$ cat src/rtl/ex_div_pkg.sv
// Shared types and constants for the iterative execute-stage divider.
package ex_div_pkg;

   localparam int unsigned DIV_WIDTH = 32;
   localparam int unsigned DIV_CNT_W = $clog2(DIV_WIDTH);

   // Quotient reported for a zero divisor.
   localparam logic [DIV_WIDTH-1:0] DIV_ZERO_Q = '1;

   typedef enum logic [1:0] {
      IDLE  = 2'd0,
      RUN   = 2'd1,
      FIXUP = 2'd2,
      DONE  = 2'd3
   } div_state_t;

endpackage

$ cat src/rtl/ex_div_step.sv
// One restoring shift-subtract iteration on magnitudes; purely combinational.
module ex_div_step #(
   parameter int unsigned WIDTH = 32
) (
   input  logic [WIDTH:0]   r_i,
   input  logic [WIDTH-1:0] q_i,
   input  logic [WIDTH-1:0] d_i,
   output logic [WIDTH:0]   r_o,
   output logic [WIDTH-1:0] q_o
);

   logic [WIDTH+1:0] r_sh;
   logic [WIDTH+1:0] trial;
   logic             ge;

   // Top bit of trial is the borrow: clear means the divisor fit.
   assign r_sh  = {r_i, q_i[WIDTH-1]};
   assign trial = r_sh - {2'b00, d_i};
   assign ge    = ~trial[WIDTH+1];

   assign r_o = ge ? trial[WIDTH:0] : r_sh[WIDTH:0];
   assign q_o = {q_i[WIDTH-2:0], ge};

endmodule

$ cat src/rtl/ex_div.sv
// Iterative restoring divider returning {remainder, quotient} with a
// Start/Busy/Done handshake; one quotient bit per RUN cycle.
module ex_div
   import ex_div_pkg::*;
#(
   parameter int unsigned WIDTH = DIV_WIDTH
) (
   input  logic               Clock,
   input  logic               Reset,
   input  logic               Start,
   input  logic               Signed,
   input  logic [WIDTH-1:0]   A,
   input  logic [WIDTH-1:0]   B,
   output logic               Busy,
   output logic               Done,
   output logic               DivZero,
   output logic               Z,
   output logic               N,
   output logic [2*WIDTH-1:0] Out
);

   localparam int unsigned CNT_W = $clog2(WIDTH);

   div_state_t         state_q, state_d;
   logic [WIDTH:0]     r_q, r_d;
   logic [WIDTH-1:0]   q_q, q_d;
   logic [WIDTH-1:0]   d_q, d_d;
   logic [CNT_W-1:0]   cnt_q, cnt_d;
   logic               negq_q, negq_d;
   logic               negr_q, negr_d;
   logic               busy_q, busy_d;
   logic               done_q, done_d;
   logic               dz_q, dz_d;
   logic               z_q, z_d;
   logic               n_q, n_d;
   logic [2*WIDTH-1:0] out_q, out_d;

   logic [WIDTH:0]     r_step;
   logic [WIDTH-1:0]   q_step;
   logic               sgn_a, sgn_b;
   logic [WIDTH-1:0]   q_fix, r_fix;

   ex_div_step #(.WIDTH(WIDTH)) u_step (
      .r_i (r_q),
      .q_i (q_q),
      .d_i (d_q),
      .r_o (r_step),
      .q_o (q_step)
   );

   assign sgn_a = Signed & A[WIDTH-1];
   assign sgn_b = Signed & B[WIDTH-1];
   assign q_fix = negq_q ? -q_q : q_q;
   assign r_fix = negr_q ? -r_q[WIDTH-1:0] : r_q[WIDTH-1:0];

   // Next-state and datapath update.
   always_comb begin
      state_d = state_q;
      r_d     = r_q;
      q_d     = q_q;
      d_d     = d_q;
      cnt_d   = cnt_q;
      negq_d  = negq_q;
      negr_d  = negr_q;
      dz_d    = dz_q;
      z_d     = z_q;
      n_d     = n_q;
      out_d   = out_q;

      unique case (state_q)
         IDLE: begin
            if (Start) begin
               negq_d = sgn_a ^ sgn_b;
               negr_d = sgn_a;
               if (B == '0) begin
                  out_d   = {A, {WIDTH{1'b1}}};
                  dz_d    = 1'b1;
                  z_d     = 1'b0;
                  n_d     = 1'b1;
                  state_d = DONE;
               end else begin
                  q_d     = sgn_a ? -A : A;
                  d_d     = sgn_b ? -B : B;
                  r_d     = '0;
                  cnt_d   = '0;
                  state_d = RUN;
               end
            end
         end
         RUN: begin
            r_d   = r_step;
            q_d   = q_step;
            cnt_d = cnt_q + CNT_W'(1);
            if (cnt_q == CNT_W'(WIDTH - 1)) begin
               state_d = FIXUP;
            end
         end
         FIXUP: begin
            out_d   = {r_fix, q_fix};
            dz_d    = 1'b0;
            z_d     = (q_fix == '0);
            n_d     = q_fix[WIDTH-1];
            state_d = DONE;
         end
         DONE: begin
            state_d = IDLE;
         end
         default: begin
            state_d = IDLE;
         end
      endcase

      busy_d = (state_d != IDLE);
      done_d = (state_d == DONE);
   end

   always_ff @(posedge Clock) begin
      if (Reset) begin
         state_q <= IDLE;
         r_q     <= '0;
         q_q     <= '0;
         d_q     <= '0;
         cnt_q   <= '0;
         negq_q  <= 1'b0;
         negr_q  <= 1'b0;
         busy_q  <= 1'b0;
         done_q  <= 1'b0;
         dz_q    <= 1'b0;
         z_q     <= 1'b0;
         n_q     <= 1'b0;
         out_q   <= '0;
      end else begin
         state_q <= state_d;
         r_q     <= r_d;
         q_q     <= q_d;
         d_q     <= d_d;
         cnt_q   <= cnt_d;
         negq_q  <= negq_d;
         negr_q  <= negr_d;
         busy_q  <= busy_d;
         done_q  <= done_d;
         dz_q    <= dz_d;
         z_q     <= z_d;
         n_q     <= n_d;
         out_q   <= out_d;
      end
   end

   assign Busy    = busy_q;
   assign Done    = done_q;
   assign DivZero = dz_q;
   assign Z       = z_q;
   assign N       = n_q;
   assign Out     = out_q;

endmodule

$ cat config.mk
export PLATFORM = sky130hd
export DESIGN_NAME = ex_div
export DESIGN_NICKNAME = d
export VERILOG_FILES = /design/src/rtl/ex_div_pkg.sv /design/src/rtl/ex_div_step.sv /design/src/rtl/ex_div.sv
export SDC_FILE = /design/constraint.sdc
export NUM_CORES = 1
export LEC_CHECK = 0
export ABC_AREA = 1
export BUFFER_PORTS_ARGS = -buffer_cell sky130_fd_sc_hd__buf_2
export CORE_MARGIN = 5
export CORE_UTILIZATION = 56
export CTS_CLUSTER_DIAMETER = 200
export DETAILED_ROUTE_END_ITERATION = 12
export PLACE_DENSITY = 0.77
export SLEW_MARGIN = 25
export SYNTH_ARGS = -nofsm -noshare
export SYNTH_HDL_FRONTEND = slang
export SYNTH_SLANG_ARGS = --single-unit
$ cat constraint.sdc
create_clock -name Clock -period 2.5 [get_ports Clock]
set_input_delay 0.125 -clock Clock [delete_from_list [all_inputs] [get_ports Clock]]
set_output_delay 0.125 -clock Clock [all_outputs]
set_load 0.01 [all_outputs]
==> results.toml <==
[detailed_routing]
vias = 15080
via_per_inst = 5.715
finalWirelength_um = 46380
dr.first_iter.drc_count = 1671
wl_met1_um = 19110
top_layer_used = "met4"
met3_length_um = 4141
final_antenna_net_count = 0
wire_per_inst_um = 17.57
drc_errors = 0
wl_met2_um = 21180
drtPass1Iterations = 7

[floorplan]
core-area_mm2 = 0.02278
die_w_um = 162.5
die_h_um = 162.5
die-area_mm2 = 0.02641
start_util_pct = 57.19
fp-row-count = 55
ios = 137

[synthesis]
yosysWarningCount = 0
synth-edff-count = 0
synth_common_cells = "nand2_1 (557), nor2_1 (310), inv_1 (245)"
synth_ff_type = "dfxtp_1"
ys_seq_area_share_pct = 26.74
async_flop_share_pct = 0
synth_cell_types = 55
syn_inst = 2167
synth_seq_cells = 174
yosys.area.top_type = "dfxtp_1"
synthTopCellsByArea = "dfxtp_1 (27%), nand2_1 (16%), nor2_1 (8.9%)"
synth_fp_nets = 2274
synthMostInstantiatedCell = "nand2_1"
avgSynthCellArea_um2 = 6.012
syn_area_mm2 = 0.01303
synth_top_area_share_pct = 26.74

[power]
power_uw = 10550
clockPowerShare_pct = 26.2
p_int_uw = 6102
peakVddDrop_mv = 0.3897
seqPwrFrac_pct = 29.6
p_sw_share_pct = 42.14
p_leak_uw = 0.007369
p_sw_uw = 4444
p_per_area_mw_per_mm2 = 694.9
combPwrFrac_pct = 44.2

[timing]
rsz0062_at_grt = "yes"
setup_viol = 0
fmax_mhz = 401.5
hold_slack_ns = -0.008352
min_period_over_period_pct = 99.63
slew_headroom_pct = 33.48
drv_slew = 0
skew_ns = 0.01032
hold_viol_final = 2
setup_tns_ns = 0
worstMarginPinSlew_ns = 0.9979
fin_crit_ns = 2.491

[cts]
clock_latency_ns = 0.44
cts.path.max_buffers = 2
cts_sinks = 174
cts_made_buffers = 17
path_clk_slew_ns = 0.07
htreeDepth = 4
cts_tree = "done"
cts_root_buffer = "clkbuf_16"

[grt]
grt_max_degree = 96
overflow = 0
grt_pass1_vias = 13840
grt_antenna_before_repair = 0
grt_pass1_wl_um = 72620
grt_usage_pct = 34.26

[placement]
gp_congestion = 1.050
dpl.hpwl_um = 35820
placement.io_buffers = 136
dp_cells = 2596

[cells_and_area]
fin_nets = 2421
utilization_pct = 66.63
layout-drive-gt1-share_pct = 14.70
n_antenna_cell = 0
area_growth_pct = 16.50
instances_no_fill = 2639
fill_cells = 2184

[hold_path]
min_from = "B[0]"
min_path_type = "in2reg"
min_to = "d_q[0]$_SDFFE_PP0P_"
worstHoldPathCells = 3

[worst_setup_path]
required_ns = 2.78
worstReg2RegStart = "r_q[13]$_SDFFE_PP0P_"
r2r_end = "r_q[19]$_SDFFE_PP0P_"
path_max_fanout = 4
reg2reg_slack_ns = 0.009
arrival_ns = 2.77
start_kind = "flip-flop"
crit_path_end_kind = "flip-flop"
r2r_cells = 9
crit_type = "reg2reg"

[status]
violations = "hold timing"
status = "finished with violations"

[job]
cap_violations = 0
cell usage in the layout, fill, tap and decap left out, types with 12 or more instances in the layout:
cell type,instances
nand2_1,549
nor2_1,300
inv_1,237
a21oi_1,184
nand3_1,171
dfxtp_1,167
o21ai_0,137
buf_2,136
buf_4,61
xor2_1,42
o21ai_1,29
nand4_1,25
nor3_1,25
xnor2_1,22
ha_1,21
clkbuf_16,19
nor3_2,13
nand2_2,13
nor2_2,12
nand3b_1,12
state kept, by name (all words and copies together), names as in the netlist:
| signal | count |
|---|---|
| d_q | 32 |
| Z | 1 |
| Out | 64 |
| Busy | 1 |
| DivZero | 1 |
| Done | 1 |
| negq_q | 1 |
| r_q | 33 |
| cnt_q | 5 |
| negr_q | 1 |
| state_q | 2 |
| q_q | 32 |
worst max-delay path by stage:
stage | from | to | slack (ns) | cells after the start
5_1_grt | d_q[22]$_SDFFE_PP0P_ | r_q[19]$_SDFFE_PP0P_ | -0.14 | 16
2_1_floorplan | r_q[5]$_SDFFE_PP0P_ | r_q[26]$_SDFFE_PP0P_ | 0.47 | 17
4_1_cts | q_q[31]$_SDFFE_PP0P_ | r_q[30]$_SDFFE_PP0P_ | 0.03 | 17
3_3_place_gp | B[0] | Out[1]$_SDFFE_PP0P_ | 0.06 | 16
6_report | r_q[13]$_SDFFE_PP0P_ | r_q[19]$_SDFFE_PP0P_ | 0.009 | 9
3_5_place_dp | B[0] | Out[17]$_SDFFE_PP0P_ | -0.02 | 16
power groups by stage:
| stage | sequential [uW] | combinational (uW) | clock (uW) |
|---|---|---|---|
| 4_1_cts | 3100 | 4240 | 2770 |
| 3_3_place_gp | 3160 | 4190 | 0 |
| 6_report | 3120 | 4660 | 2760 |
| 5_1_grt | 3140 | 5160 | 2900 |
| 3_5_place_dp | 3160 | 4210 | 0 |
| 2_1_floorplan | 3110 | 3020 | 0 |
repair_timing:
action,4_1_cts,5_1_grt
endpoints found under the hold margin,6,0
setup endpoints to repair,0,36
setup buffers,0,3
hold buffers,6,0
resized for setup,0,62
kinds of logic after synthesis:
logic type,Yosys count,share of synthesized area (%)
simple gates,1146,37.32
compound gates,412,17.08
buf+inv,332,10.76
flops,174,26.74
xor+xnor,64,4.303
fa+ha+maj,39,3.803
layer usage:
layer | track usage, % | up-vias
li1 | - | 7319
met1 | 45.53 | 6883
met2 | 56.46 | 759
met3 | 4.632 | 120
met4 | 13.46 | 0
met5 | 0 | -
metrics by stage:
step	hold WS (ns)	setup slack, ns	area (um2)
6_report	-0.008352	0.009293	15180
5_1_grt	0.02320	-0.1374	15180
4_1_cts	0.0009084	0.02865	14850
3_5_place_dp	0.3989	-0.01541	14190
3_3_place_gp	0.3952	0.05673	14190
2_1_floorplan	0.2735	0.4726	13030
cell type report:
type                    instances  area (um2)  area share [%]
clock buffers                  18       439.2           2.894
flip-flops and latches        174        3492           23.01
clock inverters                13       156.4           1.030
inverters                     249       942.2           6.208
multi-input cells            1661        8396           55.32
well taps                     313       391.6           2.580
repair buffers                211        1360           8.961
critical path, cell delays in order (launching register included):
cell and delay (ns):
dfxtp_1 0.44, ha_4 0.25, a21oi_1 0.20, o21ai_0 0.26
a21oi_1 0.38, nand3_1 0.20, xnor2_1 0.31, nand2_1 0.11
nand3_1 0.10, a21oi_1 0.07
(Power assumes the default switching activity.)
